**src/rtl/of_action_writer_pkg.sv**
```systemverilog
// Shared constants for the action bus between the writer and the OpenFlow
// action processor, plus the writer's state encoding.
package of_action_writer_pkg;

  // Action bus geometry
  localparam int OF_ACTION_DATA_W = 64;
  localparam int OF_ACTION_CTRL_W = 8;

  // Destination-port field inside the action data word
  localparam int OF_DST_PORT_W   = 16;
  localparam int OF_DST_PORT_POS = 0;

  // Ctrl bit that tells the action processor to rewrite the output port
  localparam int OF_ACTION_SET_PORT_BIT = 0;

  // Ctrl value that marks the module-header word opening each packet
  localparam logic [7:0] IO_QUEUE_STAGE_NUM = 8'hff;

  typedef enum logic [1:0] {
    ST_IDLE        = 2'd0,
    ST_WAIT_RESULT = 2'd1,
    ST_ISSUE       = 2'd2
  } state_e;

endpackage

```
**src/rtl/of_action_writer.sv**
```systemverilog
// Pairs every snooped packet with one flow-matcher result and writes one
// action word per packet to the action processor, in packet order. A credit
// counter mirrors the processor's action FIFO so it can never overflow.
module of_action_writer
  import of_action_writer_pkg::*;
#(
  parameter int DATA_WIDTH           = 64,
  parameter int CTRL_WIDTH           = DATA_WIDTH / 8,
  parameter int OF_ACTION_DATA_WIDTH = OF_ACTION_DATA_W,
  parameter int OF_ACTION_CTRL_WIDTH = OF_ACTION_CTRL_W,
  parameter int ACTION_FIFO_DEPTH    = 4,
  parameter int PENDING_WIDTH        = 8
) (
  input  logic                            clk,
  input  logic                            reset,
  input  logic [DATA_WIDTH-1:0]           in_data,
  input  logic [CTRL_WIDTH-1:0]           in_ctrl,
  input  logic                            in_wr,
  input  logic                            lookup_valid,
  output logic                            lookup_rdy,
  input  logic                            lookup_hit,
  input  logic [15:0]                     lookup_port,
  input  logic [15:0]                     default_port,
  input  logic                            action_rd,
  output logic [OF_ACTION_DATA_WIDTH-1:0] action_data_bus,
  output logic [OF_ACTION_CTRL_WIDTH-1:0] action_ctrl_bus,
  output logic                            action_valid,
  output logic [31:0]                     hit_count,
  output logic [31:0]                     miss_count,
  output logic                            protocol_err
);

  localparam int CREDIT_WIDTH = $clog2(ACTION_FIFO_DEPTH + 1);
  localparam logic [CREDIT_WIDTH-1:0] CREDITS_FULL = CREDIT_WIDTH'(ACTION_FIFO_DEPTH);

  state_e                          state_q;
  logic [PENDING_WIDTH-1:0]        pending_q, pending_d;
  logic [CREDIT_WIDTH-1:0]         credits_q, credits_d;
  logic [OF_ACTION_DATA_WIDTH-1:0] act_data_q, act_data_d;
  logic [OF_ACTION_CTRL_WIDTH-1:0] act_ctrl_q, act_ctrl_d;
  logic [OF_ACTION_DATA_WIDTH-1:0] bus_data_q;
  logic [OF_ACTION_CTRL_WIDTH-1:0] bus_ctrl_q;
  logic                            valid_q;
  logic [31:0]                     hit_q, miss_q;
  logic                            err_q;
  logic                            pkt_start;
  logic                            issue;
  logic                            pend_ovf;
  logic                            rd_err;

  // Packet payload is not needed; only the start-of-packet marker matters.
  logic unused_in_data;
  assign unused_in_data = ^in_data;

  assign pkt_start  = in_wr && (in_ctrl == CTRL_WIDTH'(IO_QUEUE_STAGE_NUM));
  assign issue      = (state_q == ST_ISSUE) && (credits_q != '0);
  assign lookup_rdy = (state_q == ST_WAIT_RESULT);

  // Pending-packet up/down counter; saturates and flags on overflow.
  always_comb begin
    pending_d = pending_q;
    pend_ovf  = 1'b0;
    if (pkt_start && !issue) begin
      if (pending_q == '1) pend_ovf = 1'b1;
      else                 pending_d = pending_q + 1'b1;
    end else if (!pkt_start && issue) begin
      pending_d = pending_q - 1'b1;
    end
  end

  // Credit up/down counter mirroring free slots in the consumer FIFO.
  // A pop while the mirror says "empty" is a consumer protocol error.
  always_comb begin
    credits_d = credits_q;
    rd_err    = action_rd && (credits_q == CREDITS_FULL);
    if (valid_q && !action_rd) begin
      credits_d = credits_q - 1'b1;
    end else if (action_rd && !valid_q && (credits_q != CREDITS_FULL)) begin
      credits_d = credits_q + 1'b1;
    end
  end

  // Form the action word from the current matcher result.
  always_comb begin
    act_data_d = '0;
    act_ctrl_d = '0;
    if (lookup_hit) begin
      act_ctrl_d[OF_ACTION_SET_PORT_BIT]                = 1'b1;
      act_data_d[OF_DST_PORT_POS +: OF_DST_PORT_W]      = lookup_port;
    end else if (default_port != 16'd0) begin
      act_ctrl_d[OF_ACTION_SET_PORT_BIT]                = 1'b1;
      act_data_d[OF_DST_PORT_POS +: OF_DST_PORT_W]      = default_port;
    end
  end

  // Counter and sticky-error registers.
  always_ff @(posedge clk) begin
    if (reset) begin
      pending_q <= '0;
      credits_q <= CREDITS_FULL;
      err_q     <= 1'b0;
    end else begin
      pending_q <= pending_d;
      credits_q <= credits_d;
      if (pend_ovf || rd_err) err_q <= 1'b1;
    end
  end

  // Issue FSM with registered action outputs and statistics.
  always_ff @(posedge clk) begin
    if (reset) begin
      state_q    <= ST_IDLE;
      act_data_q <= '0;
      act_ctrl_q <= '0;
      bus_data_q <= '0;
      bus_ctrl_q <= '0;
      valid_q    <= 1'b0;
      hit_q      <= '0;
      miss_q     <= '0;
    end else begin
      valid_q    <= 1'b0;
      bus_data_q <= '0;
      bus_ctrl_q <= '0;
      case (state_q)
        ST_IDLE: begin
          if (pending_q != '0) state_q <= ST_WAIT_RESULT;
        end
        ST_WAIT_RESULT: begin
          if (lookup_valid) begin
            act_data_q <= act_data_d;
            act_ctrl_q <= act_ctrl_d;
            if (lookup_hit) hit_q  <= hit_q + 32'd1;
            else            miss_q <= miss_q + 32'd1;
            state_q <= ST_ISSUE;
          end
        end
        ST_ISSUE: begin
          if (credits_q != '0) begin
            valid_q    <= 1'b1;
            bus_data_q <= act_data_q;
            bus_ctrl_q <= act_ctrl_q;
            state_q    <= (pending_d != '0) ? ST_WAIT_RESULT : ST_IDLE;
          end
        end
        default: state_q <= ST_IDLE;
      endcase
    end
  end

  assign action_valid    = valid_q;
  assign action_data_bus = bus_data_q;
  assign action_ctrl_bus = bus_ctrl_q;
  assign hit_count       = hit_q;
  assign miss_count      = miss_q;
  assign protocol_err    = err_q;

endmodule

```
**config.mk**
```make
export PLATFORM = sky130hd
export DESIGN_NAME = of_action_writer
export DESIGN_NICKNAME = d
export VERILOG_FILES = /design/src/rtl/of_action_writer_pkg.sv /design/src/rtl/of_action_writer.sv
export SDC_FILE = /design/constraint.sdc
export NUM_CORES = 1
export LEC_CHECK = 0
export CORE_MARGIN = 4
export CORE_UTILIZATION = 42
export CTS_CLUSTER_DIAMETER = 100
export DETAILED_ROUTE_END_ITERATION = 12
export PLACE_DENSITY = 0.88
export SLEW_MARGIN = 25
export SYNTH_ARGS = -nofsm -noshare
export SYNTH_HDL_FRONTEND = slang
export SYNTH_SLANG_ARGS = --single-unit
```
**constraint.sdc**
```tcl
create_clock -name clk -period 2.4 [get_ports clk]
set_input_delay 0.48 -clock clk [delete_from_list [all_inputs] [get_ports clk]]
set_output_delay 0.48 -clock clk [all_outputs]
set_load 0.02 [all_outputs]
```
==> results of run 1 <==
==> layout by cell type (no fill, tap or decap), types with 4 or more instances in the layout <==
master and instances:
clkdlybuf4s50_1 126, dfxtp_1 113, nor2_1 90, conb_1 55
xor2_1 41, nand2_1 38, buf_4 32, nand3_1 21
or3_1 20, a21oi_1 20, mux2i_1 18, and2_1 18
nand4_1 18, o21ai_0 18, a211oi_1 17, clkbuf_16 17
inv_1 15, xnor2_1 11, nor3_1 8, nor2b_1 7
nor4_1 7, and3_1 7, clkinv_2 7, and4_1 6
ha_1 5, or2_2 4
==> cells by family (layout without fill, tap and decap cells) <==
family | count (synthesis) | in the layout | synth area share
buffers and inverters | 93 | 209 | 0.105
XOR/XNOR | 52 | 52 | 0.0854
AND/OR/NAND/NOR | 258 | 258 | 0.247
multiplexers | 19 | 19 | 0.0359
adder cells (fa/ha/maj) | 6 | 6 | 0.0155
other | 1 | 55 | 0.000704
flip-flops | 113 | 113 | 0.424
AO/OA/AOI/OAI | 72 | 72 | 0.0862
==> report_power, final <==
| part | switching (mW) | internal [mW] | leakage (nW) | total [mW] |
|---|---|---|---|---|
| Combinational | 0.374 | 0.287 | 1.68 | 0.661 |
| Sequential | 0.0610 | 1.97 | 0.911 | 2.03 |
| Clock | 0.827 | 1.49 | 0.274 | 2.31 |
| Total | 1.26 | 3.74 | 2.87 | 5.00 |
==> path summary, 6_finish.rpt <==
kind	endpoint	slack, ns	cells after the start
setup / recovery	lookup_rdy	0.11	3
hold / removal	action_data_bus[4]	0.45	1
setup reg to reg	state_q[0]	0.22	8
hold reg to reg	action_data_bus[4]	0.45	1
==> routing by layer <==
metal	part of all wire	wire length (um)	global-route usage	vias up
li1	-	-	-	2315
met1	0.43	5490	0.212	2093
met2	0.48	6210	0.282	141
met3	0.070	906	0.0636	26
met4	0.018	235	0.0715	2
met5	0.0015	19	0	-
==> registers in the layout (all words and copies together), names as in the netlist <==
signal	cells
hit_count	32
miss_count	32
act_data_q	16
action_data_bus	16
pending_q	8
credits_q	3
state_q	2
act_ctrl_q	1
action_ctrl_bus	1
action_valid	1
protocol_err	1
==> final cells by class <==
| type | instances | area [sq um] | area share |
|---|---|---|---|
| clock buffer | 21 | 470 | 0.0636 |
| clock inverter | 11 | 87.6 | 0.0118 |
| inverter | 15 | 56.3 | 0.00761 |
| multi-input combinational | 462 | 2760 | 0.373 |
| sequential | 113 | 2260 | 0.306 |
| tap | 168 | 210 | 0.0284 |
| timing repair buffer | 162 | 1550 | 0.210 |
==> worst max-delay path, stage by stage, from the launching register on <==
cell and delay (ns):
dfxtp_1 0.36, buf_4 0.17, nor2_1 0.21, clkdlybuf4s50_1 0.65
==> what timing repair did <==
| action | 4_1_cts | 5_1_grt |
|---|---|---|
| setup endpoints to repair | 0 | 14 |
| buffers inserted | 0 | 1 |
| hold endpoints to repair | 0 | 0 |
| gates resized for setup | 0 | 10 |
==> stage by stage <==
step                 util  hold WS (ns)  area (sq um)  TNS, ns
global placement    0.555         0.435          6780    -5.83
floorplan               -         0.431          5530        0
finish              0.606         0.445          7400        0
global route        0.606         0.475          7400        0
CTS                 0.601         0.451          7340        0
detailed placement  0.555         0.439          6780    -6.82
==> impl_metrics.tcl, run 1 <==
set metrics [dict create \
    finalSetupViolCount 0 \
    drc 0 \
    start_util 0.436 \
    worstReg2RegStart "credits_q[2]" \
    grt_max_degree 96 \
    p_leak_nw 2.87 \
    grt_overflow 0 \
    finalCritPeriodShare 0.954 \
    yosysUniqueCellTypes 52 \
    fin_total_pwr_mw 5.00 \
    grt_pass1_vias 4352 \
    place.gp.congestion 0.837 \
    startpoint "state_q[1]" \
    critical_path_class "reg2out" \
    antenna_left 0 \
    yosysSeqAreaShare 0.424 \
    grt_usage 0.175 \
    finalNonFillerCells 952 \
    die_h_um 121 \
    status "completed" \
    vias 4577 \
    ctsHoldBuffers 0 \
    synth-seq-cells 113 \
    endpoint_kind "primary output" \
    synthToLayoutAreaGrowth_pct 38.8 \
    tritoncts "yes" \
    num_io_pins 249 \
    maxSlewHeadroom 0.339 \
    finClkSkew_ns 0.0213 \
    n_antenna_cell 0 \
    min_period_ns 2.29 \
    hpwl_mm 9.26 \
    cp.arrival_ns 1.81 \
    hold_viol 0 \
    yosysMostFrequentCell "dfxtp_1" \
    cts_inserted_buffers 17 \
    yosys_warnings 0 \
    yosys-top-cells-count "dfxtp_1, nor2_1, buf_4" \
    nFillCells 1037 \
    power_density_nw_per_um2 676 \
    yosysTopAreaCellShare 0.424 \
    h-tree-depth 4 \
    routed_wl_mm 12.9 \
    hp-class "reg2reg" \
    drv_slew 0 \
    drv_cap 0 \
    synth_ff_type "dfxtp_1" \
    crit_path_start_kind "register" \
    async_flop_share 0 \
    rsz0062_at_grt "no" \
    irDropWorstVdd_v 0.000372 \
    via_per_inst 4.81 \
    yosys.area.top_type "dfxtp_1" \
    cts_root_buf "clkbuf_16" \
    synthCells 614 \
    worstMarginPinSlew_ns 0.989 \
    crit_fanout 5 \
    port_buffers 129 \
    detail_route.wl_per_cell_um 13.5 \
    synth.area.top_cells "dfxtp_1, buf_4, xor2_1" \
    core_sq_um 12200 \
    grt_pass1_wl_mm 20.6 \
    synth_area_sq_um 5330 \
    min_from "act_data_q[4]" \
    drt-pass1-iter-count 4 \
    synth_edf_count 0 \
    clk_latency_ns 0.41 \
    dp_worst_setup_slack_ns -0.348 \
    cts.clk_slew.worst_paths_ns 0.05 \
    clock_path_buffers 2 \
    clkSinkCount 113 \
    worst_slack_ns 0.111 \
    placed_cells 919 \
    finalNetCount 887 \
    cp.required_ns 1.92 \
    die_area_sq_um 14600 \
    core.rowCount 40 \
    max_freq_mhz 437 \
    drtIter0Drc 246 \
    die_x_um 121 \
    drive_gt1_frac 0.105 \
    antenna_found_initial 1 \
    synth.avg_cell_area_sq_um 8.68 \
]
(Power assumes the default switching activity.)
==> inputs of run 2 (changes only) <==
CTS_CLUSTER_SIZE = 12   (was unset)
==> results of run 2 <==
Final layout, timing and power as in run 1 (identical DEF).
==> variant 1: new RTL, config.mk and constraints of run 1 <==
`pending_q` no longer has a reset.
--- a/src/rtl/of_action_writer.sv
+++ b/src/rtl/of_action_writer.sv
@@ -98,3 +98,2 @@
     if (reset) begin
-      pending_q <= '0;
       credits_q <= CREDITS_FULL;
@@ -102,3 +101,2 @@
     end else begin
-      pending_q <= pending_d;
       credits_q <= credits_d;
@@ -106,2 +104,6 @@
     end
+  end
+
+  always_ff @(posedge clk) begin
+    pending_q <= pending_d;
   end
Check against the original RTL: not equivalent (Yosys sat finds a counterexample within 4 cycles, from zero or initial values and one cycle with reset high).
==> variant 1 against run 1 <==
The flow now finishes with violations (negative setup slack). Clock skew decreased by 11 ps. Highest routed layer is now met4. Synthesized cell count shrank 0.81%. Sequential cell count unchanged. First-iteration DRC count down 6.5%. Global-route usage rose by 0.90 points. Synthesized area grew 0.63%. Count of clock-buffer cells in the layout is 1 higher. Wire length increased by 6.1%. Worst setup slack lost 140 ps. Sequential share of layout area decreased by 1.1 points. Cell area is 3.9% higher. Total power is 15% higher.
==> variant 1: results (changes against run 1) <==
| Metric | Value |
|---|---|
| Run status | `complete, but fails checks (was complete, no violations)` |
| Violated checks | `negative setup slack` |
| Starting DRT DRC Count | `230 (was 246)` |
| Maximum fanout along the worst path | `6 (was 5)` |
| Port buffer count | `129 (unchanged)` |
| Number of nets in the finished design | `896 (was 887)` |
| Buffer depth of the longest clock path | `2 (unchanged)` |
| Most frequent cells after synthesis | `dfxtp_1, nor2_1, buf_4, nand2_1, xor2_1 (was dfxtp_1, nor2_1, buf_4, xor2_1, nand2_1)` |
| Slowest stage cell, crit path | `or4_1 (was clkdlybuf4s50_1)` |
| Instance count along the most critical hold path | `1 (unchanged)` |
| Top-area cell type share of the netlist area | `42.2% (was 42.4%)` |
| Via count of the first global-routing pass | `4459 (was 4352)` |
| Latest clock arrival within the worst-skew pair | `410 ps (about the same)` |
| Routed len/inst | `14.1 um (was 13.5 um)` |
| R2r worst-path depth | `7 (was 8)` |
| Compound-gate portion of the synthesized area | `8.42% (was 8.62%)` |
| GPL Wtd Cong | `0.863 (was 0.837)` |
| Share of cells above drive strength 1 | `13.7% (was 10.5%)` |
| Largest clock skew in the final design | `10.8 ps (was 21.3 ps)` |
| Clock-pin slew of the registers on the worst-case setup and hold paths | `50 ps (about the same)` |
| Worst endpoint data arrival time | `2720 ps (was 1810 ps)` |
| Post-Place Cell Area | `6910 um^2 (was 6780 um^2)` |
| Layout filler cell count | `1052 (was 1037)` |
| Synthesized cell area | `5360 um^2 (was 5330 um^2)` |
| Worst hold-check path type | `reg2reg (unchanged)` |
| Setup Slack @ Placement | `-586 ps (was -348 ps)` |
| Count of final setup violators | `1 (was 0)` |
| Routed vias/inst | `4.90 (was 4.81)` |
| FF+latch area | `2270 um^2 (was 2260 um^2)` |
| Pin count of the biggest net entering global routing | `88 (was 96)` |
| Post-synthesis share of cell area spent on xor and xnor gates | `8.65% (was 8.54%)` |
| Adder and majority gate portion of the synthesized area | `1.54% (was 1.55%)` |
| Count of distinct cell types in the synthesized netlist | `58 (was 52)` |
| Leakage power figure | `3.05 nW (was 2.87 nW)` |
| CTS root buffer | `clkbuf_16 (unchanged)` |
| Final Slew Violations | `0 (unchanged)` |
| Cell types occupying the most area after synthesis | `dfxtp_1, buf_4, xor2_1 (unchanged)` |
| Flop-to-flop setup slack | `-20 ps (was 220 ps)` |
| Crit path largest cell delay | `530 ps (was 650 ps)` |
| Sequential fraction of the synthesis area | `42.2% (was 42.4%)` |
| Sum of net half-perimeters after detailed placement | `9.59 mm (was 9.26 mm)` |
| Worst Tran Pin Value | `568 ps (was 989 ps)` |
| Count of antenna diodes in the layout | `0 (unchanged)` |
| CTS Buf Count | `17 (unchanged)` |
| PnR worst setup slack | `-28.9 ps (was 111 ps)` |
| Proportion of synthesized area in mux cells | `3.57% (was 3.59%)` |
| Initial antenna violation count | `0 (was 1)` |
| Global-route wire length before repair | `21.5 mm (was 20.6 mm)` |
| Warnings from Yosys | `0 (unchanged)` |
| Drt pass-1 iters | `4 (unchanged)` |
| Overall fraction of global-route tracks in use | `18.4% (was 17.5%)` |
| VDD IR-drop max | `0.000469 V (was 0.000372 V)` |
-- variant 1: cell types whose count changed in the layout (fill, tap and decap cells not counted), moves of 5 or more --
cell and delta:
nor2b_1 -5, buf_6 +5, clkinv_2 -5, nand3_1 -7
buf_4 +14, bufinv_16 +5
-- variant 1: timing repair --
action / CTS / global route
buffers inserted: 1 / 2
endpoints found under the setup margin: 2 / 12
gates resized for setup: 7 / 11
pin swaps: 4 / 10
-- variant 1: routing by layer --
layer  part of all wire (%)  up-vias  GRT usage (%)
met3                    6.7       26           7.04
li1                       -     2329              -
met4                    2.0        0           6.94
met5                      0        -              0
met2                     51      148           31.0
met1                     40     2227           21.2
-- variant 1: cells by family (layout without fill, tap and decap cells) --
logic type	count (synthesis)	after routing
fa+ha+maj	6	6
buf+inv	94	224
other cells	1	55
xor+xnor	53	53
mux	19	19
compound gates	70	70
flops	113	113
simple gates	253	253
-- variant 1: where the power goes --
part,internal (W),switching (W)
Combinational,0.000376,0.000459
Clock,0.00200,0.000845
Sequential,0.00198,0.0000807
Total,0.00435,0.00139
-- variant 1: metrics by stage --
step	cells	setup TNS (ps)	hold WS (ps)
global placement	930	-6600	437
detailed placement	930	-7740	441
floorplan	663	-31.6	431
CTS	963	-74.6	453
finish	965	-28.9	452
global route	965	-104	464
-- variant 1: area by class of cell --
| class | count | share of cell area, % |
|---|---|---|
| Clock inverter | 10 | 2.67 |
| Clock buffer | 22 | 6.04 |
| Multi-Input combinational cell | 456 | 36.3 |
| Sequential cell | 113 | 29.5 |
| Inverter | 11 | 0.537 |
| Timing Repair Buffer | 181 | 22.2 |
| Tap cell | 172 | 2.80 |
-- variant 1: worst paths after layout --
kind | startpoint | endpoint
worst max-delay path | in_ctrl[7] | state_q[0]$_SDFFE_PP0P_
worst min-delay path | act_data_q[4]$_SDFFE_PP0P_ | action_data_bus[4]$_SDFF_PP0_
worst max register to register | credits_q[2]$_SDFFE_PP1P_ | state_q[0]$_SDFFE_PP0P_
worst min register to register | act_data_q[4]$_SDFFE_PP0P_ | action_data_bus[4]$_SDFF_PP0_
-- variant 1: critical path, delay by kind of cell --
kind,cells,cell delay (ps)
and+or+nand+nor,4,1200
xor gates and xnor gates,1,90
AOI/OAI and AO/OA,2,400
buffers and inverters,2,550
==> variant 2: new RTL, flow settings as in run 1 <==
Made on the original files. Change the parameter `DATA_WIDTH` from 64 to 32.
--- a/src/rtl/of_action_writer.sv
+++ b/src/rtl/of_action_writer.sv
@@ -6,3 +6,3 @@
 #(
-  parameter int DATA_WIDTH           = 64,
+  parameter int DATA_WIDTH           = 32,
   parameter int CTRL_WIDTH           = DATA_WIDTH / 8,
Interface: changed (resized in_ctrl and in_data); port bits go from 249 to 213. The function was not compared with the original's and may differ.
==> variant 2 against run 1 <==
Cell area grew 0.25%. Wire length rose by 0.64%. Worst setup slack worse by 6.5 ps. Sequential cell count did not move. Clock skew shrank 9.8 ps. First-iteration DRC count is 4.9% lower. Synthesized area decreased by 0.14%. Total power increased by 3.8%. Critical endpoint is now state_q[0]$_SDFFE_PP0P_. Largest cell class unchanged. Highest routed layer is now met4.
==> variant 2: results (changes against run 1) <==
| Metric | Value |
|---|---|
| Run status | `complete, no violations (unchanged)` |
| R2r worst-path depth | `9 (was 8)` |
| Worst hold-check path type | `in2reg (was reg2reg)` |
| Count of antenna diodes in the layout | `0 (unchanged)` |
| Routed len/inst | `13.5 um (about the same)` |
| H-tree levels | `4 (unchanged)` |
| Max_slew headroom | `59.5% (was 33.9%)` |
| Endpoint of the worst-slack reg-to-reg timing path | `state_q[0]$_SDFFE_PP0P_ (unchanged)` |
| Largest clock skew in the final design | `11.6 ps (was 21.3 ps)` |
| Proportion of register bits with asynchronous set or reset after synthesis | `0% (unchanged)` |
| Port buffer count | `125 (was 129)` |
| Initial antenna violation count | `0 (was 1)` |
| Instance count along the most critical hold path | `2 (was 1)` |
| Drc violations | `0 (unchanged)` |
| Overall fraction of global-route tracks in use | `17.7% (was 17.5%)` |
| VDD IR-drop max | `0.000481 V (was 0.000372 V)` |
| Final cell count without fillers | `960 (was 952)` |
| Number of nets in the finished design | `860 (was 887)` |
| Per-instance average area after synthesis | `8.65 um^2 (was 8.68 um^2)` |
| Launch instance of the worst register-to-register path | `pending_q[0]$_SDFF_PP0_ (was credits_q[2]$_SDFFE_PP1P_)` |
| Sum of net half-perimeters after detailed placement | `9.30 mm (was 9.26 mm)` |
| HP Start | `reset (was act_data_q[4]$_SDFFE_PP0P_)` |
| Setup Slack @ Placement | `-316 ps (was -348 ps)` |
| Share of cells above drive strength 1 | `11.6% (was 10.5%)` |
| Latest clock arrival within the worst-skew pair | `410 ps (about the same)` |
| Hold worst-path end | `protocol_err$_SDFFE_PP0P_ (was action_data_bus[4]$_SDFF_PP0_)` |
| Layout filler cell count | `1079 (was 1037)` |
| Leakage power figure | `2.85 nW (was 2.87 nW)` |
| Cell types occupying the most area after synthesis | `dfxtp_1, buf_4, nor2_1 (was dfxtp_1, buf_4, xor2_1)` |
| Clock-pin slew of the registers on the worst-case setup and hold paths | `50 ps (about the same)` |
| Number of instances in the placed design | `929 (was 919)` |
| Count of distinct cell types in the synthesized netlist | `48 (was 52)` |
| Worst endpoint data arrival time | `2620 ps (was 1810 ps)` |
| CTS Buf Count | `17 (unchanged)` |
| Most frequent cells after synthesis | `dfxtp_1, nor2_1, buf_4, xor2_1, nand2_1 (unchanged)` |
| Flop-to-flop setup slack | `100 ps (was 220 ps)` |
| Via count of the first global-routing pass | `4394 (was 4352)` |
| Maximum fanout along the worst path | `2 (was 5)` |
| GPL Wtd Cong | `0.927 (was 0.837)` |
| Buffer depth of the longest clock path | `2 (unchanged)` |
| Warnings from Yosys | `0 (unchanged)` |
| CTS root buffer | `clkbuf_16 (unchanged)` |
| Pin count of the biggest net entering global routing | `47 (was 96)` |
| Sequential fraction of the synthesis area | `42.5% (was 42.4%)` |
| Starting DRT DRC Count | `234 (was 246)` |
| Global-route wire length before repair | `20.7 mm (was 20.6 mm)` |
| Routed vias/inst | `4.85 (was 4.81)` |
| Drt pass-1 iters | `4 (unchanged)` |
variant 2: changes by cell type after synthesis, sizes merged, moves of 4 or more:
cell   delta
nand3     +5
xor2      -5
and4      +4
nand2     -6
xnor2     +5
nand4     -6
nor2      +5
or3       -4
variant 2: where the power goes:
part | total (W) | internal, W | switching [W]
Combinational | 0.000796 | 0.000361 | 0.000435
Sequential | 0.00207 | 0.00199 | 0.0000767
Clock | 0.00233 | 0.00152 | 0.000814
variant 2: cell families after synthesis:
kind of cell / Yosys count / share of synthesized area, %
flops: 113 / 42.5
simple gates: 261 / 25.1
fa+ha+maj: 6 / 1.55
compound gates: 75 / 8.79
buf+inv: 90 / 10.2
mux: 17 / 3.20
other cells: 1 / 0.0705
xor+xnor: 52 / 8.56
variant 2: per-stage QoR:
step	utilization [%]	cell area, um^2	hold slack [ps]
4_1_cts	60.4	7370	377
3_5_place_dp	55.9	6820	441
5_1_grt	60.7	7420	405
2_1_floorplan	-	5530	431
6_report	60.7	7420	406
3_3_place_gp	55.9	6820	435
variant 2: worst max-delay path, cell delays in order (launching register included):
cell	delay (ps)
dfxtp_1	310
inv_1	70
ha_2	180
or3b_4	380
or3_1	320
or4_1	410
nand3_1	100
o41ai_2	90
and4_1	170
a41oi_1	180
variant 2: worst max path at each step:
stage,endpoint,cells past startpoint,slack [ps],start
2_1_floorplan,state_q[0]$_SDFFE_PP0P_,7,100,credits_q[2]$_SDFFE_PP1P_
3_3_place_gp,state_q[0]$_SDFFE_PP0P_,8,-260,in_ctrl[2]
3_5_place_dp,state_q[0]$_SDFFE_PP0P_,8,-320,in_ctrl[3]
4_1_cts,state_q[0]$_SDFFE_PP0P_,9,30,pending_q[0]$_SDFF_PP0_
5_1_grt,state_q[0]$_SDFFE_PP0P_,9,6,pending_q[0]$_SDFF_PP0_
6_report,state_q[0]$_SDFFE_PP0P_,9,100,pending_q[0]$_SDFF_PP0_
variant 2: cell type report:
class / instances / area share (%)
Multi-Input combinational cell: 466 / 37.3
Sequential cell: 113 / 30.5
Timing Repair Buffer: 170 / 21.4
Clock buffer: 26 / 6.73
Tap cell: 168 / 2.83
Clock inverter: 5 / 0.708
Inverter: 12 / 0.607
variant 2: layer usage:
metal  global-route usage, %  part of all wire (%)
met1                    21.1                    42
met2                    29.9                    49
met3                    5.85                   7.3
met4                    6.16                   1.0
met5                       0                     0
variant 2: timing repair:
action                                  in CTS  in global routing
buffers inserted                             0                  0
hold buffers                                 0                  0
resized for setup                            0                 11
endpoints found under the setup margin       0                  3
